<file path="src/rtl/grf_write_queue.sv">
// Write-back queue merging two GRF write producers (A has priority) into one registered GRF write port.
// Latency: accept at edge t, pop into the output register at t+1, GRF commits at t+2; lookup is combinational.
// Backpressure: ready drops when the queue holds DEPTH entries; B is also held off whenever A is presenting.
module grf_write_queue #(
  parameter int DEPTH = 4,
  parameter int AW    = $clog2(DEPTH)
) (
  input  logic          clk,
  input  logic          reset,
  input  logic          i_a_valid,
  output logic          o_a_ready,
  input  logic [4:0]    i_a_addr,
  input  logic [31:0]   i_a_data,
  input  logic [31:0]   i_a_pc,
  input  logic          i_b_valid,
  output logic          o_b_ready,
  input  logic [4:0]    i_b_addr,
  input  logic [31:0]   i_b_data,
  input  logic [31:0]   i_b_pc,
  input  logic          i_drain_en,
  output logic          o_grf_we,
  output logic [4:0]    o_grf_a3,
  output logic [31:0]   o_grf_wd,
  output logic [31:0]   o_grf_pc,
  input  logic [4:0]    i_q_addr1,
  input  logic [4:0]    i_q_addr2,
  output logic          o_q_hit1,
  output logic          o_q_hit2,
  output logic [AW:0]   o_count
);

  typedef struct packed {
    logic [4:0]  addr;
    logic [31:0] data;
    logic [31:0] pc;
  } entry_t;

  entry_t          r_mem [DEPTH];
  logic [AW-1:0]   r_wr_ptr;
  logic [AW-1:0]   r_rd_ptr;
  logic [AW:0]     r_count;
  logic            r_grf_we;
  logic [4:0]      r_grf_a3;
  logic [31:0]     r_grf_wd;
  logic [31:0]     r_grf_pc;

  logic            w_full;
  logic            w_a_fire;
  logic            w_b_fire;
  logic            w_push;
  logic            w_pop;
  entry_t          w_push_ent;
  logic [DEPTH-1:0] w_occ;
  logic            w_hit1;
  logic            w_hit2;

  // Handshake and push/pop decisions; ready looks only at the registered count, so a
  // slot freed by a same-edge pop is not offered to producers until the next cycle.
  always_comb begin
    w_full     = (r_count == (AW+1)'(DEPTH));
    o_a_ready  = ~w_full;
    o_b_ready  = ~w_full & ~i_a_valid;
    w_a_fire   = i_a_valid & o_a_ready;
    w_b_fire   = i_b_valid & o_b_ready;
    // Writes to $0 complete their handshake but are dropped here.
    w_push     = (w_a_fire & (i_a_addr != 5'd0)) | (w_b_fire & (i_b_addr != 5'd0));
    w_push_ent = w_a_fire ? '{addr: i_a_addr, data: i_a_data, pc: i_a_pc}
                          : '{addr: i_b_addr, data: i_b_data, pc: i_b_pc};
    w_pop      = i_drain_en & (r_count != '0);
  end

  // Slot i is occupied when its distance from the head (mod DEPTH) is below count.
  always_comb begin
    w_occ = '0;
    for (int i = 0; i < DEPTH; i++) begin
      w_occ[i] = ({1'b0, (AW'(i) - r_rd_ptr)} < r_count);
    end
  end

  // Pending-write lookup over occupied slots plus the in-flight output register.
  always_comb begin
    w_hit1 = r_grf_we & (r_grf_a3 == i_q_addr1);
    w_hit2 = r_grf_we & (r_grf_a3 == i_q_addr2);
    for (int i = 0; i < DEPTH; i++) begin
      if (w_occ[i] && (r_mem[i].addr == i_q_addr1)) w_hit1 = 1'b1;
      if (w_occ[i] && (r_mem[i].addr == i_q_addr2)) w_hit2 = 1'b1;
    end
    w_hit1 = w_hit1 & (i_q_addr1 != 5'd0);
    w_hit2 = w_hit2 & (i_q_addr2 != 5'd0);
  end

  // Entry storage carries no reset; occupancy is tracked by the pointers and count.
  always_ff @(posedge clk) begin
    if (w_push) r_mem[r_wr_ptr] <= w_push_ent;
  end

  // Pointers, occupancy and the registered GRF write port.
  always_ff @(posedge clk) begin
    if (reset) begin
      r_wr_ptr <= '0;
      r_rd_ptr <= '0;
      r_count  <= '0;
      r_grf_we <= 1'b0;
      r_grf_a3 <= '0;
      r_grf_wd <= '0;
      r_grf_pc <= '0;
    end else begin
      if (w_push) r_wr_ptr <= r_wr_ptr + 1'b1;
      if (w_pop) begin
        r_rd_ptr <= r_rd_ptr + 1'b1;
        r_grf_a3 <= r_mem[r_rd_ptr].addr;
        r_grf_wd <= r_mem[r_rd_ptr].data;
        r_grf_pc <= r_mem[r_rd_ptr].pc;
      end
      r_grf_we <= w_pop;
      case ({w_push, w_pop})
        2'b10:   r_count <= r_count + 1'b1;
        2'b01:   r_count <= r_count - 1'b1;
        default: r_count <= r_count;
      endcase
    end
  end

  assign o_grf_we = r_grf_we;
  assign o_grf_a3 = r_grf_a3;
  assign o_grf_wd = r_grf_wd;
  assign o_grf_pc = r_grf_pc;
  assign o_q_hit1 = w_hit1;
  assign o_q_hit2 = w_hit2;
  assign o_count  = r_count;

endmodule

</file>
<file path="config.mk">
export PLATFORM = sky130hd
export DESIGN_NAME = grf_write_queue
export DESIGN_NICKNAME = d
export VERILOG_FILES = /design/src/rtl/grf_write_queue.sv
export SDC_FILE = /design/constraint.sdc
export NUM_CORES = 1
export LEC_CHECK = 0
export BUFFER_PORTS_ARGS = -buffer_cell sky130_fd_sc_hd__buf_2
export CORE_UTILIZATION = 45
export DETAILED_ROUTE_END_ITERATION = 16
export PLACE_DENSITY_LB_ADDON = 0.15
export SETUP_SLACK_MARGIN = 0.2
export SKIP_LAST_GASP = 1
export SYNTH_ARGS = -nofsm -noshare
export SYNTH_HDL_FRONTEND = slang
export SYNTH_SLANG_ARGS = --single-unit
</file>
<file path="constraint.sdc">
create_clock -name clk -period 3.4 [get_ports clk]
set_input_delay 0.17 -clock clk [delete_from_list [all_inputs] [get_ports clk]]
set_output_delay 0.17 -clock clk [all_outputs]
set_load 0.05 [all_outputs]
</file>
# == Word-level counts from Yosys, hierarchy flattened ==
# Memory sizes are Yosys's and may differ from the RTL's. A register that Yosys moved wholly into a read port is not among the register bits.
# Cells that the tools add are included.
# op_classes
addsub,8
n_mul,0
div,0
order_cmp,4
eq_ne,13
n_shift,0
n_mux,12
bitwise,13
reduce_logical,14
# op_table
operator,count
$mux 69,1
$eq 5x5->1,10
$reduce_bool 5->1,4
$lt 2x3->1,4
$and 1x1->1,10
$mux 1,10
$logic_and 1x1->1,8
$pmux 3 s2,1
$add 2x1->2 const B,2
$sub 1x2->2 const A,2
$sub 2x2->2 const A,2
$add 3x1->3 const B,1
$eq 3x3->1 const B,1
$reduce_bool 3->1,1
$sub 3x1->3 const B,1
$eq 2x1->1 const B,1
$eq 2x2->1 const B,1
$not 1->1,2
$reduce_bool 2->1,1
$or 1x1->1,1
# totals
reg_bits,8
latch_bits,0
ramBits,276
mem_bits_ro,0
in_bits,153
out_inout_bits,77
mem_count,1
# mem_list
name,depth,width,rd,rd_clocked_by_memory_dff,wr,line_no,text
r_mem,4,69,5,1,1,38,entry_t r_mem [DEPTH];

# == Longest topological paths before layout ==
# Gate-level depths: netlist (run 1).
# depth
ltp_word,8
ltp_mapped,10
ltp_nobuf,10

# == Worst setup path before layout (run 1) ==
# OpenSTA, ideal clock, no wires.
# synth_timing
path_type,flip-flop to flip-flop
start,register r_count[0] (netlist: o_count[0])
end,memory r_mem[1][0] (netlist name) (enable)
arrival_ps,3042
t_required_ps,2965
setup_slack_ps,-76
path_stages_with_launch,5
path_buffers,1
period_less_slack_ps,3476
path_cell_list,dfxtp_1 buf_2 nor3_4 a221oi_2 and2_1
# synth_via
elab_chain_cells,8
word_cells_on_any_way,10
cone_classes,eq/ne: 1; mux: 2; bitwise: 7
# synth_rtl
item,line_no,text
from (decl),41,logic [AW:0] r_count;
from (signal assigned),117,2'b10: r_count <= r_count + 1'b1;
from (signal assigned),118,2'b01: r_count <= r_count - 1'b1;
from (signal assigned),119,default: r_count <= r_count;
$eq 3x3->1 *,60,w_full = (r_count == (AW+1)'(DEPTH));
$not 1->1 *,"61, 62",
$and 1x1->1,62,o_b_ready = ~w_full & ~i_a_valid;
$and 1x1->1,64,w_b_fire = i_b_valid & o_b_ready;
$and 1x1->1,66,w_push = (w_a_fire & (i_a_addr != 5'd0)) | (w_b_fire & (i_b_addr != 5'd0));
$or 1x1->1 *,66,
$mux 1 *,94,if (w_push) r_mem[r_wr_ptr] <= w_push_ent;
$mux 1 (not written as such) *,94,
to (decl),38,
# Every way passes the cells marked *; elsewhere a longest branch is shown, timed or not.

# == Worst setup path after layout (run 1) ==
# layout_timing
start,register r_count[1] (netlist: o_count[1])
end,output o_q_hit1
# layout_via
elab_chain_cells,7
word_cells_on_any_way,13
cone_classes,order compare: 4; mux: 4; bitwise: 1; reduce/logical: 4
# layout_rtl
item,line_no,text
$lt 2x3->1,76,"w_occ[i] = ({1'b0, (AW'(i) - r_rd_ptr)} < r_count);"
$logic_and 1x1->1,85,if (w_occ[i] && (r_mem[i].addr == i_q_addr1)) w_hit1 = 1'b1;
$mux 1 (3 in a row),85,
$mux 1 *,85,
$and 1x1->1 *,88,w_hit1 = w_hit1 & (i_q_addr1 != 5'd0);
to (decl),27,"output logic o_q_hit1,"
# Marks and branches as above.

==> results of run 1 <==
[final cells by class]
| class | instances | area (um2) | share of cell area, % |
|---|---|---|---|
| sequential | 353 | 9837 | 56.96 |
| clock inverter | 15 | 80.08 | 0.4637 |
| multi-input combinational | 475 | 4265 | 24.70 |
| tap | 402 | 503.0 | 2.912 |
| antenna | 1 | 2.502 | 0.01449 |
| timing repair buffer | 259 | 1489 | 8.621 |
| inverter | 12 | 45.04 | 0.2608 |
| clock buffer | 53 | 1049 | 6.071 |
[metal layers]
metal  track usage, %  up-vias
met5                0        -
met4            5.220        4
met3            3.729       36
met2            32.55      234
met1            25.81     4012
li1                 -     3855
[placed cells by master (no fill, tap or decap), types with 4 or more instances in the layout]
master	instances
clkinv_1	4
nand3_1	6
nand2_1	140
xnor2_1	28
and2_4	4
edfxtp_1	276
mux4_2	69
mux2_4	10
nor2_1	12
buf_12	6
clkinv_2	8
inv_1	9
dlygate4sd3_1	14
dfxtp_1	75
ha_1	9
mux2_2	59
clkbuf_16	39
nor4_1	11
clkbuf_1	12
buf_4	11
xor2_1	28
a21oi_1	74
buf_2	226
[worst reg2reg max path, cell delays in order, from the launching register on]
cell and delay [ps]:
dfxtp_1 460, inv_2 120, nor3_4 330, inv_2 90, nand2_4 380, buf_12 320
mux2_4 380, dlygate4sd3_1 620
[worst paths after layout]
kind	start	slack (ps)	depth (start not counted)	end
min reg2reg	o_grf_wd[6]	450	2	o_grf_wd[6]
min	i_b_pc[24]	10	2	r_mem[0][24]
max reg2reg	o_count[2]	450	7	r_mem[0][58]
max	o_count[1]	360	8	o_q_hit1
[power groups by stage]
stage	sequential [mW]	combinational (mW)	clock, mW
after floorplan	6.96	2.48	0
after global placement	6.20	4.41	0
after detailed placement	6.23	4.43	0
after CTS	6.14	4.46	3.81
after global routing	6.21	4.74	3.99
final	6.12	4.37	3.73
[state kept, by name (all words and copies together), names as in the netlist]
signal,flops
r_mem,276
o_grf_pc,32
o_grf_wd,32
o_grf_a3,5
o_count,3
r_rd_ptr,2
r_wr_ptr,2
o_grf_we,1
[kinds of logic (layout without fill, tap and decap cells)]
group	count (synthesis)	count (layout)
buffers and inverters	69	339
adders and majority gates	10	10
other	0	1
AOI/OAI and AO/OA	83	83
xor gates and xnor gates	56	56
and+or+nand+nor	187	187
DFF	353	353
muxes	139	139
[metrics by stage]
stage | power (mW) | utilization, %
3_5_place_dp | 10.66 | 50.69
4_1_cts | 14.42 | 54.71
6_report | 14.22 | 54.73
2_1_floorplan | 9.432 | -
3_3_place_gp | 10.61 | 50.69
5_1_grt | 14.94 | 54.73
[timing repair]
item	4_1_cts	5_1_grt
resized for setup	0	2
hold buffers	14	0
setup endpoints to repair	0	2
hold endpoints to repair	32	0
==> out/metrics.yaml, run 1 <==
run_status:
  status: "complete, no violations"
routing:
  met1_length_um: 13710
  wl_per_cell_um: 19.77
  viasPerCell: 5.185
  ant_nets: 0
  firstDrtPassIters: 5
  drcViolationCount: 0
  wl_met2_um: 14970
  routed_wl_um: 31040
  vias: 8141
  drtIter0Drc: 555
  wl_met3_um: 1817
  route.top_layer_used: "met5"
pwr:
  clockPowerShare_pct: 26.2
  combPwrFrac_pct: 30.7
  netSwitchingPower_mw: 4.710
  vdd_ir_drop_max_mv: 0.3761
  pwr_density_cell_mw_per_mm2: 823.1
  power_frac_seq_pct: 43.1
  p_leak_nw: 6.240
  p_sw_share_pct: 33.14
  intPower_mw: 9.505
placement:
  place_area_mm2: 0.01599
  post-place-ws_ps: 831.3
  dp_cells: 1487
  gp_congestion: 0.8471
  place_hpwl_um: 19250
  portBuffers: 229
timing:
  tightest_slew_ps: 966.2
  max_freq_mhz: 329.1
  setup_ws_ps: 361.1
  maxSlewViolCount: 0
  rsz0062_at_grt: "yes"
  holdWs_ps: 12.31
  max_slew_margin_pct: 35.59
  final-hold-violation-count: 0
  fin_crit_ps: 3039
  setup_viol: 0
  fin_crit_sh_pct: 89.38
  clock_skew_ps: 23.44
  setup-tns-final_ps: 0
synth:
  muxShareOfSynthArea_pct: 16.48
  syn-num-nets: 1060
  synth_top_family_by_area: "multiplexers"
  synth.most_common_cell: "edfxtp_1"
  synth_top_cell_area_share_pct: 57.42
  synth_async_sr_flop_share_pct: 0
  synth.area.top_cells: "edfxtp_1 57%, mux4_2 11%, dfxtp_1 11%"
  synthAdderAreaFrac_pct: 0.9189
  synth.distinct_cells: 39
  synth_common_cells: "276 x edfxtp_1, 140 x nand2_1, 77 x dfxtp_1, 74 x a21oi_1, 69 x mux4_2"
  yosys_warnings: 0
  synth_compound_gate_area_share_pct: 3.155
  ys.flop_type: "edfxtp_1"
  synth_cells: 897
  synth-xor-area-share_pct: 3.398
  avgSynthCellArea_um2: 16.09
  synth_area_mm2: 0.01443
  synth_edf_count: 276
  ys_seq_elements: 353
  synth_area_leader_cell: "edfxtp_1"
  yosysSeqAreaShare_pct: 68.10
  synthSimpleGateAreaFrac_pct: 5.531
clocking:
  cts_max_level: 2
  cts_max_path_buffers: 3
  post_cts_buffers: 0
  clockRootBuffer: "clkbuf_16"
  cts.sinks: 353
  cts_buffers: 37
  clock_latency_ps: 510
  clk_pin_slew_worst_paths_ps: 60
  cts_tree: "done"
worst_setup_path:
  cp.required_ps: 3230
  endpoint_kind: "output pin"
  cp_common_cell: "nor4_1"
  cp-start-kind: "register"
  cpPeakStageDelay_ps: 480
  cp_cell_sequence: "inv_1 > ha_1 > a21boi_0 > o21a_1 > nor4_1 > nor4_1 > a21oi_1 > clkbuf_4"
  cp_max_fo: 5
  slowest_stage: "dfxtp_1"
  crit_type: "reg2out"
  cp_num_buf_inv: 2
  arrival_ps: 2870
  cp_top_family: "compound AO/OA/AOI/OAI gates"
grt:
  grt_pass1_wl_um: 48310
  grt_pass1_vias: 8535
  antenna_found_initial: 3
  grt_overflow_total: 0
  grt.total_usage_pct: 19.37
  grt_max_degree: 78
cells_and_area:
  final_layout_size_suffix_gt1_share_pct: 38.39
  stdcell_area_mm2: 0.01727
  finalNonFillerCells: 1570
  area_delta_synth_final_pct: 19.65
  fill_cells: 2629
  nets: 1301
die:
  std_cell_rows: 65
  die-area_mm2: 0.03280
  die_y_um: 181.1
  die_x_um: 181.1
  ioPinCount: 230
  initial_core_util_pct: 45.74
  core_area_mm2: 0.03156
hold_path:
  hold_path_class: "in2reg"
job:
  maxCapViolCount: 0
No activity file was read; power rests on OpenSTA's default activity.
==> run 2: changes to the inputs <==
CELL_PAD_IN_SITES_DETAIL_PLACEMENT = 1   (was default)
CELL_PAD_IN_SITES_GLOBAL_PLACEMENT = 2   (was default)
CORE_UTILIZATION = 40   (was 45)
==> run 2 against run 1 <==
Power up 2.3%. Flip-flop and latch count unchanged. Via count rose by 4.1%. Core utilization shrank 4.6 points. Setup slack better by 55 ps. Cell area up 3.3%. Clock skew decreased by 13 ps. Critical path depth is the same. Clock power rose by 4%. Critical endpoint unchanged. Largest power group unchanged. Highest routed layer is now met4.
==> out/metrics.yaml, run 2 (synthesized netlist as in run 1, its figures left out) <==
grt:
  grt_max_degree: 78  # unchanged
  use_met3_pct: 2.942  # was 3.729%
  grt_pass1_vias: 9036  # was 8,535
  antenna_found_initial: 0  # was 3
  grt_pass1_wl_um: 52300  # was 48,310 um
  busiest_layer: "met2"  # unchanged
  grt_use_met2_pct: 33.13  # was 32.55%
  use_met1_pct: 25.06  # was 25.81%
  grt_overflow_total: 0  # unchanged
  grt.total_usage_pct: 19.01  # was 19.37%
pwr:
  power_frac_seq_pct: 42.3  # was 43.1%
  p_leak_nw: 6.455  # was 6.240 nW
  vdd_ir_drop_max_mv: 0.3432  # was 0.3761 mV
  netSwitchingPower_mw: 4.870  # was 4.710 mW
  intPower_mw: 9.674  # was 9.505 mW
  clockPowerShare_pct: 26.7  # was 26.2%
  p_sw_share_pct: 33.48  # was 33.14%
  pwr_density_cell_mw_per_mm2: 814.8  # was 823.1 mW/mm2
  combPwrFrac_pct: 31.0  # was 30.7%
timing:
  final-hold-violation-count: 0  # unchanged
  rsz0062_at_grt: "yes"  # unchanged
  max_slew_margin_pct: 33.62  # was 35.59%
  holdWs_ps: 12.30  # was 12.31 ps
  clock_skew_ps: 10.91  # was 23.44 ps
  setup-tns-final_ps: 0  # unchanged
  fin_crit_sh_pct: 87.76  # was 89.38%
  max_freq_mhz: 335.1  # was 329.1 MHz
  maxSlewViolCount: 0  # unchanged
  setup_viol: 0  # unchanged
  fin_crit_ps: 2984  # was 3039 ps
  setup_ws_ps: 416.2  # was 361.1 ps
  tightest_slew_ps: 995.7  # was 966.2 ps
die:
  std_cell_rows: 69  # was 65
  core_area_mm2: 0.03557  # was 0.03156 mm2
  die_y_um: 192.0  # was 181.1 um
  die_x_um: 192.0  # was 181.1 um
  ioPinCount: 230  # unchanged
  die-area_mm2: 0.03685  # was 0.03280 mm2
  initial_core_util_pct: 40.58  # was 45.74%
cells_and_area:
  top_register: "r_mem"  # unchanged
  antenna_cells: 0  # was 1
  area_delta_synth_final_pct: 23.66  # was 19.65%
  nets: 1348  # was 1,301
  mostFrequentLayoutCells: "276 x edfxtp_1, 228 x buf_2, 140 x nand2_1"  # was 276 x edfxtp_1, 226 x buf_2, 140 x nand2_1
  final_layout_size_suffix_gt1_share_pct: 36.82  # was 38.39%
  final_common_cell: "edfxtp_1"  # unchanged
  largest_reg_flops: 276  # unchanged
  fill_cells: 3565  # was 2,629
routing:
  wl_per_cell_um: 20.65  # was 19.77 um
  firstDrtPassIters: 4  # was 5
  routed_wl_um: 34590  # was 31,040 um
  vias: 8473  # was 8,141
  ant_nets: 0  # unchanged
  viasPerCell: 5.059  # was 5.185
  drtIter0Drc: 325  # was 555
  drcViolationCount: 0  # unchanged
clocking:
  post_cts_buffers: 0  # unchanged
  cts_buffers: 39  # was 37
  clk_pin_slew_worst_paths_ps: 60  # about the same
  clock_latency_ps: 520  # was 510 ps
  clockRootBuffer: "clkbuf_16"  # unchanged
  cts.sinks: 353  # unchanged
  cts_tree: "done"  # unchanged
  cts_max_level: 2  # unchanged
  cts_max_path_buffers: 3  # unchanged
worst_setup_path:
  cp-start-kind: "register"  # unchanged
  cp.required_ps: 3230  # about the same
  endpoint_kind: "output pin"  # unchanged
  crit_type: "reg2out"  # unchanged
  arrival_ps: 2810  # was 2870 ps
  cp_max_fo: 5  # unchanged
job:
  maxCapViolCount: 0  # unchanged
placement:
  portBuffers: 229  # unchanged
  gp_congestion: 0.8537  # was 0.8471
  place_hpwl_um: 21310  # was 19,250 um
  post-place-ws_ps: 680.6  # was 831.3 ps
run_status:
  status: "complete, no violations"  # unchanged
hold_path:
  hold_path_class: "in2reg"  # unchanged
run 2: cell count changes in the layout (fill, tap and decap cells not counted), moves of 2 or more:
| cell | before | now |
|---|---|---|
| clkinv_2 | 8 | 5 |
| clkinv_1 | 4 | 8 |
| buf_2 | 226 | 228 |
| dlygate4sd3_1 | 14 | 57 |
| clkbuf_4 | 2 | 0 |
| clkbuf_16 | 39 | 41 |
run 2: power groups by stage:
stage               combinational (mW)  clock (mW)  sequential (mW)
floorplan                         2.48           0             6.96
global placement                  4.46           0             6.22
detailed placement                4.52           0             6.26
CTS                               4.61        4.00             6.17
global route                      4.89        4.15             6.25
finish                            4.51        3.88             6.15
run 2: routing by layer:
layer	vias up	routed length [um]
met5	-	0
li1	3940	-
met2	229	17230
met4	0	444
met3	34	1923
met1	4270	14990
run 2: layout make-up:
class / instances / area, um2 / area share, %
Inverter: 12 / 46.29 / 0.2594
Multi-Input combinational cell: 475 / 4274 / 23.95
Timing Repair Buffer: 304 / 1933 / 10.83
Tap cell: 461 / 576.8 / 3.232
Clock buffer: 56 / 1102 / 6.176
Clock inverter: 14 / 78.83 / 0.4416
Sequential cell: 353 / 9837 / 55.11
run 2: worst paths after layout:
check | to | slack, ps | cells past startpoint | start
worst max-delay path | o_q_hit1 | 420 | 8 | o_count[1]
worst min-delay path | r_mem[2][53] | 10 | 2 | i_a_data[21]
worst max register to register | r_mem[0][56] | 470 | 7 | o_count[2]
worst min register to register | o_grf_wd[29] | 450 | 2 | o_grf_wd[29]
run 2: what timing repair did:
item	CTS	global route
hold buffers	57	0
resized for setup	0	2
endpoints found under the setup margin	0	16
hold endpoints to repair	113	0
run 2: metrics by stage:
step | instances | power [mW] | area [um2] | util [%]
finish | 1675 | 14.54 | 17850 | 50.18
global route | 1675 | 15.29 | 17850 | 50.18
global placement | 1548 | 10.68 | 16080 | 45.22
detailed placement | 1548 | 10.78 | 16080 | 45.22
CTS | 1675 | 14.78 | 17840 | 50.14
floorplan | 897 | 9.432 | 14440 | -
run 2: critical path, cell delays in order, from the launching register on:
cell	delay, ps
dfxtp_1	480
inv_1	200
ha_1	310
nor2b_1	130
a22o_1	250
nor4_1	320
nor4_1	120
a21oi_1	200
buf_2	290
